File: config.mk
export PLATFORM = sky130hd
export DESIGN_NAME = rtlmem_rdarb_flat
export DESIGN_NICKNAME = d
export VERILOG_FILES = /design/src/rtl/rtlmem_rdarb_if.sv /design/src/rtl/rtlmem_rdarb.sv /design/src/flat_wrapper.sv
export SDC_FILE = /design/constraint.sdc
export NUM_CORES = 1
export LEC_CHECK = 0
export CORE_ASPECT_RATIO = 0.9
export CORE_MARGIN = 4
export CORE_UTILIZATION = 29
export CTS_CLUSTER_SIZE = 20
export DETAILED_ROUTE_END_ITERATION = 10
export PLACE_DENSITY = 0.76
export SLEW_MARGIN = 20
export SYNTH_ARGS = -nofsm -noshare
export SYNTH_HDL_FRONTEND = slang
export SYNTH_SLANG_ARGS = --single-unit
File: constraint.sdc
create_clock -name clk -period 3 [get_ports clk]
set_input_delay 0.45 -clock clk [delete_from_list [all_inputs] [get_ports clk]]
set_output_delay 0.45 -clock clk [all_outputs]
set_load 0.005 [all_outputs]
File: src/rtl/rtlmem_rdarb_if.sv
// rtlmem_rdarb_if -- requester-side read bus of the memory read-port arbiter.
//   req   per-requester read request (master -> slave)
//   radd  packed read addresses, requester i at [i*G_RDADDR +: G_RDADDR]
//   gnt   one-hot grant, same cycle as the accepted request (slave -> master)
//   rvld  one-hot read-data valid, one cycle after gnt (slave -> master)
//   rdat  shared read data bus, aligned with rvld (slave -> master)
interface rtlmem_rdarb_if #(
  parameter int G_NREQ    = 4,
  parameter int G_RDADDR  = 10,
  parameter int G_RDWIDTH = 16
);
  logic [G_NREQ-1:0]          req;
  logic [G_NREQ*G_RDADDR-1:0] radd;
  logic [G_NREQ-1:0]          gnt;
  logic [G_NREQ-1:0]          rvld;
  logic [G_RDWIDTH-1:0]       rdat;

  modport master (output req, radd, input gnt, rvld, rdat);
  modport slave  (input req, radd, output gnt, rvld, rdat);
endinterface

File: src/rtl/rtlmem_rdarb.sv
// rtlmem_rdarb -- read-port arbiter and clear sequencer for a simple-dual-port
// memory wrapper with 1-cycle read latency.
//
// Ports:
//   clk, rst_n            clock, asynchronous active-low reset
//   clr_req               level clear request, honoured only in RUN
//   clr_busy              clear in progress, reads blocked
//   mem_clren/mem_clrrdy  memory content-clear handshake
//   rd (slave)            requester bus: req/radd in, gnt/rvld/rdat out
//   memre/memra/memdo     memory read port
//
// Build option: RTL_MEM_RDARB_FIXPRIO_EN selects fixed priority (lowest index
// wins, no round-robin pointer); undefined gives round-robin arbitration.
module rtlmem_rdarb #(
  parameter int G_NREQ       = 4,
  parameter int G_RDADDR     = 10,
  parameter int G_RDWIDTH    = 16,
  parameter int G_CLR_ON_RST = 1
) (
  input  logic                 clk,
  input  logic                 rst_n,
  input  logic                 clr_req,
  output logic                 clr_busy,
  output logic                 mem_clren,
  input  logic                 mem_clrrdy,
  rtlmem_rdarb_if.slave        rd,
  output logic                 memre,
  output logic [G_RDADDR-1:0]  memra,
  input  logic [G_RDWIDTH-1:0] memdo
);

  typedef enum logic [1:0] {CLR_START, CLR_WAIT, RUN} state_t;

  localparam state_t RST_STATE = (G_CLR_ON_RST != 0) ? CLR_START : RUN;

  state_t              state_q, state_d;
  logic                wait_seen_q, wait_seen_d;
  logic [G_NREQ-1:0]   gnt;
  logic [G_NREQ-1:0]   rvld_q;
  logic                grant_en;
  logic                found;

  // ---------------------------------------------------------------- FSM
  always_ff @(posedge clk or negedge rst_n) begin
    if (!rst_n) begin
      state_q     <= RST_STATE;
      wait_seen_q <= 1'b0;
      rvld_q      <= '0;
    end else begin
      state_q     <= state_d;
      wait_seen_q <= wait_seen_d;
      rvld_q      <= gnt;
    end
  end

  always_comb begin
    state_d     = state_q;
    wait_seen_d = 1'b0;
    case (state_q)
      CLR_START: state_d = CLR_WAIT;
      CLR_WAIT: begin
        // mem_clrrdy may still show the pre-clear idle level on the first
        // wait cycle, so it is only trusted from the second cycle on.
        wait_seen_d = 1'b1;
        if (wait_seen_q && mem_clrrdy) state_d = RUN;
      end
      RUN:     if (clr_req) state_d = CLR_START;
      default: state_d = RST_STATE;
    endcase
  end

  assign clr_busy = (state_q != RUN);
  // Gated by rst_n so the pulse drops the moment reset asserts, even though
  // the reset state itself is CLR_START.
  assign mem_clren = (state_q == CLR_START) && rst_n;

  // --------------------------------------------------------- arbitration
  assign grant_en = (state_q == RUN) && !clr_req;

`ifdef RTL_MEM_RDARB_FIXPRIO_EN
  always_comb begin
    gnt   = '0;
    found = 1'b0;
    for (int unsigned i = 0; i < G_NREQ; i++) begin
      if (grant_en && !found && rd.req[i]) begin
        gnt[i] = 1'b1;
        found  = 1'b1;
      end
    end
  end
`else
  localparam int PTR_W = $clog2(G_NREQ);

  logic [PTR_W-1:0] rr_ptr_q, rr_ptr_d;
  logic [PTR_W-1:0] idx_w;
  int unsigned      idx;

  always_ff @(posedge clk or negedge rst_n) begin
    if (!rst_n) rr_ptr_q <= '0;
    else        rr_ptr_q <= rr_ptr_d;
  end

  // Search upward from the pointer, wrapping at G_NREQ-1; the pointer then
  // moves just past the winner.
  always_comb begin
    gnt      = '0;
    found    = 1'b0;
    rr_ptr_d = rr_ptr_q;
    idx      = 0;
    idx_w    = '0;
    for (int unsigned off = 0; off < G_NREQ; off++) begin
      idx = 32'(rr_ptr_q) + off;
      if (idx >= unsigned'(G_NREQ)) idx = idx - unsigned'(G_NREQ);
      idx_w = PTR_W'(idx);
      if (grant_en && !found && rd.req[idx_w]) begin
        gnt[idx_w] = 1'b1;
        found      = 1'b1;
        rr_ptr_d   = (idx + 1 == unsigned'(G_NREQ)) ? '0 : PTR_W'(idx + 1);
      end
    end
  end
`endif

  // ------------------------------------------------------ memory port
  always_comb begin
    memra = '0;
    for (int unsigned i = 0; i < G_NREQ; i++) begin
      if (gnt[i]) memra = rd.radd[i*G_RDADDR +: G_RDADDR];
    end
  end

  assign memre   = |gnt;
  assign rd.gnt  = gnt;
  assign rd.rvld = rvld_q;
  assign rd.rdat = memdo;

endmodule
File: src/flat_wrapper.sv
// flat-port wrapper written by rule: the top's interface ports become plain ports
module rtlmem_rdarb_flat 
#(
  parameter int G_NREQ       = 4,
  parameter int G_RDADDR     = 10,
  parameter int G_RDWIDTH    = 16,
  parameter int G_CLR_ON_RST = 1
)
  (clk, rst_n, clr_req, clr_busy, mem_clren, mem_clrrdy, memre, memra, memdo, rd_req, rd_radd, rd_gnt, rd_rvld, rd_rdat);
  rtlmem_rdarb_if #(.G_NREQ(G_NREQ), .G_RDADDR(G_RDADDR), .G_RDWIDTH(G_RDWIDTH)) rd_i ();
  input  logic clk;
  input  logic rst_n;
  input  logic clr_req;
  output logic clr_busy;
  output logic mem_clren;
  input  logic mem_clrrdy;
  output logic memre;
  output logic [G_RDADDR-1:0] memra;
  input  logic [G_RDWIDTH-1:0] memdo;
  input wire logic [$bits(rd_i.req)-1:0] rd_req;
  input wire logic [$bits(rd_i.radd)-1:0] rd_radd;
  output wire logic [$bits(rd_i.gnt)-1:0] rd_gnt;
  output wire logic [$bits(rd_i.rvld)-1:0] rd_rvld;
  output wire logic [$bits(rd_i.rdat)-1:0] rd_rdat;
  assign rd_i.req = rd_req;
  assign rd_i.radd = rd_radd;
  assign rd_gnt = rd_i.gnt;
  assign rd_rvld = rd_i.rvld;
  assign rd_rdat = rd_i.rdat;
  rtlmem_rdarb #(.G_NREQ(G_NREQ), .G_RDADDR(G_RDADDR), .G_RDWIDTH(G_RDWIDTH), .G_CLR_ON_RST(G_CLR_ON_RST)) u_core (.clk(clk), .rst_n(rst_n), .clr_req(clr_req), .clr_busy(clr_busy), .mem_clren(mem_clren), .mem_clrrdy(mem_clrrdy), .rd(rd_i), .memre(memre), .memra(memra), .memdo(memdo));
endmodule
# [Word level (Yosys, flattened, before mapping)]
# Cells that the tools add are included.
[word_totals] out_inout_bits=37 regBits=9 word_cells=104 input_bits=64
[op_classes] reduce_logical=22 addsub=11 eq_ne=9 n_mux=43 bitwise=3 order_cmp=12
[ops] cell="$add A32 B1 Y32 const B" n=4
[ops] cell="$eq A32 B3 Y1 const B" n=4
[ops] cell="$mux W32" n=4
[ops] cell="$ge A32 B3 Y1 const B" n=3
[ops] cell="$sub A32 B3 Y32 const B" n=3
[ops] cell="$mux W10" n=4
[ops] cell="$mux W2" n=10
[ops] cell="$mux W4" n=4
[ops] cell="$logic_and A1 B1 Y1" n=14
[ops] cell="$lt A2 B3 Y1 const B" n=4
[ops] cell="$mux W1" n=12
[ops] cell="$or A4 B4 Y4" n=3
[ops] cell="$bmux W1 S2" n=4
[ops] cell="$demux W1 S2" n=4
[ops] cell="$ge A2 B1 Y1 const B" n=4
[ops] cell="$add A2 B2 Y3 const B" n=2
[ops] cell="$pmux W2 S3" n=1
[ops] cell="$logic_not A1 Y1" n=4
[ops] cell="$ne A2 B2 Y1 const B" n=2
[ops] cell="$reduce_bool A4 Y1" n=1
[ops] cell="$reduce_or A4 Y1" n=1
[ops] cell="$sub A2 B3 Y4 const B" n=1
[ops] cell="$add A2 B1 Y3 const B" n=1
[ops] cell="$ge A2 B3 Y1 const B" n=1
[ops] cell="other kinds (5)" n=5

# [Longest topological paths before layout]
[logic_depth] depth_word=22 ltp_mapped=10 mapped_depth_nobuf=8

# [Worst setup path before layout]
# OpenSTA, ideal clock, no wires.
[synth_path] path_kind="reg2out" from="reg u_core.rr_ptr_q[0]" to="out memra[0]" path_buffers=1 path_stages_with_launch=10 arrival_time_ps=2646 required_time_ps=2550 setup_slack_ps=-96 cell_sequence="dfrtp_1 > buf_6 > inv_1 > ha_1 > mux4_2 > nor4_2 > a32oi_1 > a211oi_4 > a22oi_1 > a222oi_1"
[synth_via] elab_chain_len=22 elab_cells_between_ends=67 cone_classes="add/sub: 7; order compare: 12; mux: 31; bitwise: 3; reduce/logical: 14"
[synth_lines] item="start, declared" line_no="rtlmem_rdarb.sv:94" source="logic [PTR_W-1:0] rr_ptr_q, rr_ptr_d;"
[synth_lines] item="start signal, assigned" line_no="rtlmem_rdarb.sv:100" source="else rr_ptr_q <= rr_ptr_d;"
[synth_lines] item="branches (longest 17 deep; another with $sub A32 B3 Y32)"
[synth_lines] item="$mux W4 (*)" line_no="rtlmem_rdarb.sv:115" source="if (grant_en && !found && rd.req[idx_w]) begin"
[synth_lines] item="$mux W10 (3 in a row)" line_no="rtlmem_rdarb.sv:128" source="if (gnt[i]) memra = rd.radd[i*G_RDADDR +: G_RDADDR];"
[synth_lines] item="$mux W10 (*)" line_no="rtlmem_rdarb.sv:128"
[synth_lines] item="end, declared" line_no="flat_wrapper.sv:18" source="output logic [G_RDADDR-1:0] memra;"
# Mark *: on every way between the ends. The select of a mux whose other input is x is not followed.

# [Worst setup path in the final report]
[layout_path] from="reg u_core.rr_ptr_q[0]" to="out memra[4]"
# The elaborated chain is that of the path after synthesis.

==> out/results.txt <==
First-pass GRT wire length: 7090 um
Vias in the first global route: 1,446
Initial DRC Count: 111
Final hold vios: 0
Outcome: finished with violations
Pwr dens: 594 nW/um^2
RePlAce Congestion: 0.857
Placement Cell Area: 2060 sq um
Slew headroom: 76.6%
TritonCTS Buffers: 3
Met2 usage: 27.4%
CTS max path bufs: 2
Crit path capture type: output port
Worst Skew: 0.000517 ns
Synth top area cells: dfrtp_1, buf_4, a222oi_1, inv_1, a22oi_1
ANT cells: 0
Layout cells sized above 1: 42.9%
P&R area growth vs syn: 90.7%
Initial antenna violation count: 0
CP Launch Type: flop
Ys async rst share: 100%
Antenna Violating Nets Remaining: 0
Slew @ Worst Pin: 0.348 ns
Clock tree sinks: 9
Top cell type's share of synthesized area: 18.6%
Vias per inst: 4.96
Leak: 1.09 nW
DP Worst Slack: -0.954 ns
Drt drc: 0
First-pass DRT Iterations: 5
Setup-failing EPs final: 12
Most Crowded Layer GR: met2
Die Span Y: 69.3 um
Mean Syn Cell Area: 8.71 sq um
CTS tree: yes
Gr usage total: 16.1%
Placed Cells: 265
Worst Path Arrival: 2.91 ns
WS Path Type: reg2out
Top FF cell, synth: dfrtp_1
Min-delay worst type: reg2reg
Met3 Use GR: 3.25%
R2r setup slk: 0.41 ns
Post-synth cell types: 41
Total Nets Final: 311
Warnings from Yosys: 0
Die Wd: 76.1 um
Max frequency: 297 MHz
Total Die Area: 5280 sq um
Cell count after synthesis: 139
Worst skew pair latency: 0.23 ns
Wirelength per Cell: 15.5 um
Final cycle utilization of the critical path: 112%
Yosys reg bits: 9
EDFF count, synth: 0
Ports: 101
Routed vias: 1,429
Overflow after GRT: 0
PortBufs: 68
CTS H-Tree Depth: 1
Cell taking the most area after synthesis: dfrtp_1
Violated checks: negative setup slack
Final WL: 4470 um
Tmin final: 3.36 ns
Design Area, Final: 2310 sq um
Hpwl dp: 3160 um
Total power: 1.37 mW
Peak supply drop: 0.461 mV
Initial Util: 29.9%
Final core utilization: 57.1%
Core Area: 4050 sq um
Post-Layout Cell Count: 288
Clk root buf: clkbuf_8
Post-synthesis sequential area ratio: 18.6%
Cell Rows: 22
Post-route setup slack: -0.363 ns
Max FO, Critical Path: 6
Max Transition Viols Final: 0
Setup TNS: -3.82 ns
Worst hold margin: 0.474 ns
Syn Std Cell Area: 1210 sq um
Routing usage on met1: 20.2%
Unrepaired setup endpoints after global routing: true
Post-synth net total: 209
Largest net degree at the start of global routing: 13
Max-Cap Viols: 0
Worst-path clk slew: 0.04 ns
WP data required: 2.55 ns
==> worst paths after layout <==
kind,start,endpoint,depth (start not counted)
worst max-delay path,u_core.rr_ptr_q[0],memra[4],10
worst max register to register,u_core.rr_ptr_q[0],u_core.rr_ptr_q[0],10
max in group asynchronous,rst_n,u_core.rr_ptr_q[0],2
min in group asynchronous,rst_n,u_core.state_q[0],2
worst min register to register,u_core.wait_seen_q,u_core.state_q[0],1
worst min-delay path,u_core.wait_seen_q,u_core.state_q[0],1
==> cells by family (layout without fill, tap and decap cells) <==
| kind of cell | after synthesis | count (layout) | share of synthesized area (%) |
|---|---|---|---|
| mux | 5 | 5 | 8.99 |
| fa+ha+maj | 6 | 6 | 6.20 |
| compound gates | 42 | 42 | 27.7 |
| simple gates | 28 | 29 | 15.2 |
| xor+xnor | 1 | 1 | 0.723 |
| flops | 9 | 9 | 18.6 |
| buf+inv | 48 | 148 | 22.6 |
==> routing by layer <==
layer  routed length, um  vias up  part of all wire (%)
li1                    -      696                     -
met1                1900      680                    43
met2                2280       47                    51
met3                 269        6                   6.0
met4                  17        0                  0.38
met5                   0        -                     0
==> worst max-delay path, cell delays in order (launching register included) <==
cell and delay, ns:
dfrtp_2 0.45, mux4_2 0.58, buf_6 0.14, buf_6 0.11, or3b_4 0.38, a21oi_4 0.18
or2_4 0.15, buf_6 0.12, a22oi_2 0.07, a222oi_1 0.32, buf_2 0.18
==> cells in the final DEF (no fill, tap or decap), drive strengths merged, types with 2 or more instances in the layout <==
cell type      synthesis  final
dfrtp                  9      9
o21ai                  6      6
clkdlybuf4s50          0     49
or3b                   3      3
nor2b                  3      3
a21oi                  6      6
buf                   21     63
nand2                  7      7
nor3b                  2      2
a222oi                10     10
a22oi                 10     10
ha                     6      6
dlygate4sd2            0      4
dlymetal6s2s           0      2
inv                   25     25
nor2                   5      5
or2                    2      3
and2                   2      2
mux4                   4      4
clkbuf                 2      5
==> where the power goes <==
part | switching (mW) | leakage (nW) | internal (mW)
Sequential | 0.0344 | 0.115 | 0.158
Clock | 0.0449 | 0.0228 | 0.0923
Combinational | 0.428 | 0.954 | 0.615
==> area by class of cell <==
| cell class | count | area, sq um |
|---|---|---|
| clock buffer | 4 | 45.0 |
| sequential | 9 | 226 |
| multi-input combinational | 83 | 833 |
| fill | 356 | 1740 |
| inverter | 25 | 96.3 |
| timing repair buffer | 119 | 1050 |
| tap | 48 | 60.1 |
==> flip-flops by register name, indices dropped and copies added, names as in the netlist <==
signal / count
u_core.rd.rvld: 4
u_core.rr_ptr_q: 2
u_core.state_q: 2
u_core.wait_seen_q: 1
==> repair_timing <==
| action | in CTS | in global routing |
|---|---|---|
| hold buffers | 0 | 0 |
| cloned | 2 | 0 |
| pin swaps | 16 | 19 |
| resized for setup | 75 | 20 |
| hold endpoints to repair | 0 | 0 |
| setup buffers | 16 | 5 |
| setup endpoints to repair | 15 | 15 |
==> cells in the mapped netlist (all sizes together) (4+ instances only) <==
master	n
dfrtp	9
buf	21
a22oi	10
ha	6
mux4	4
nand2	7
o21ai	6
a21oi	6
inv	25
a222oi	10
nor2	5
No activity file was read; power rests on OpenSTA's default activity.
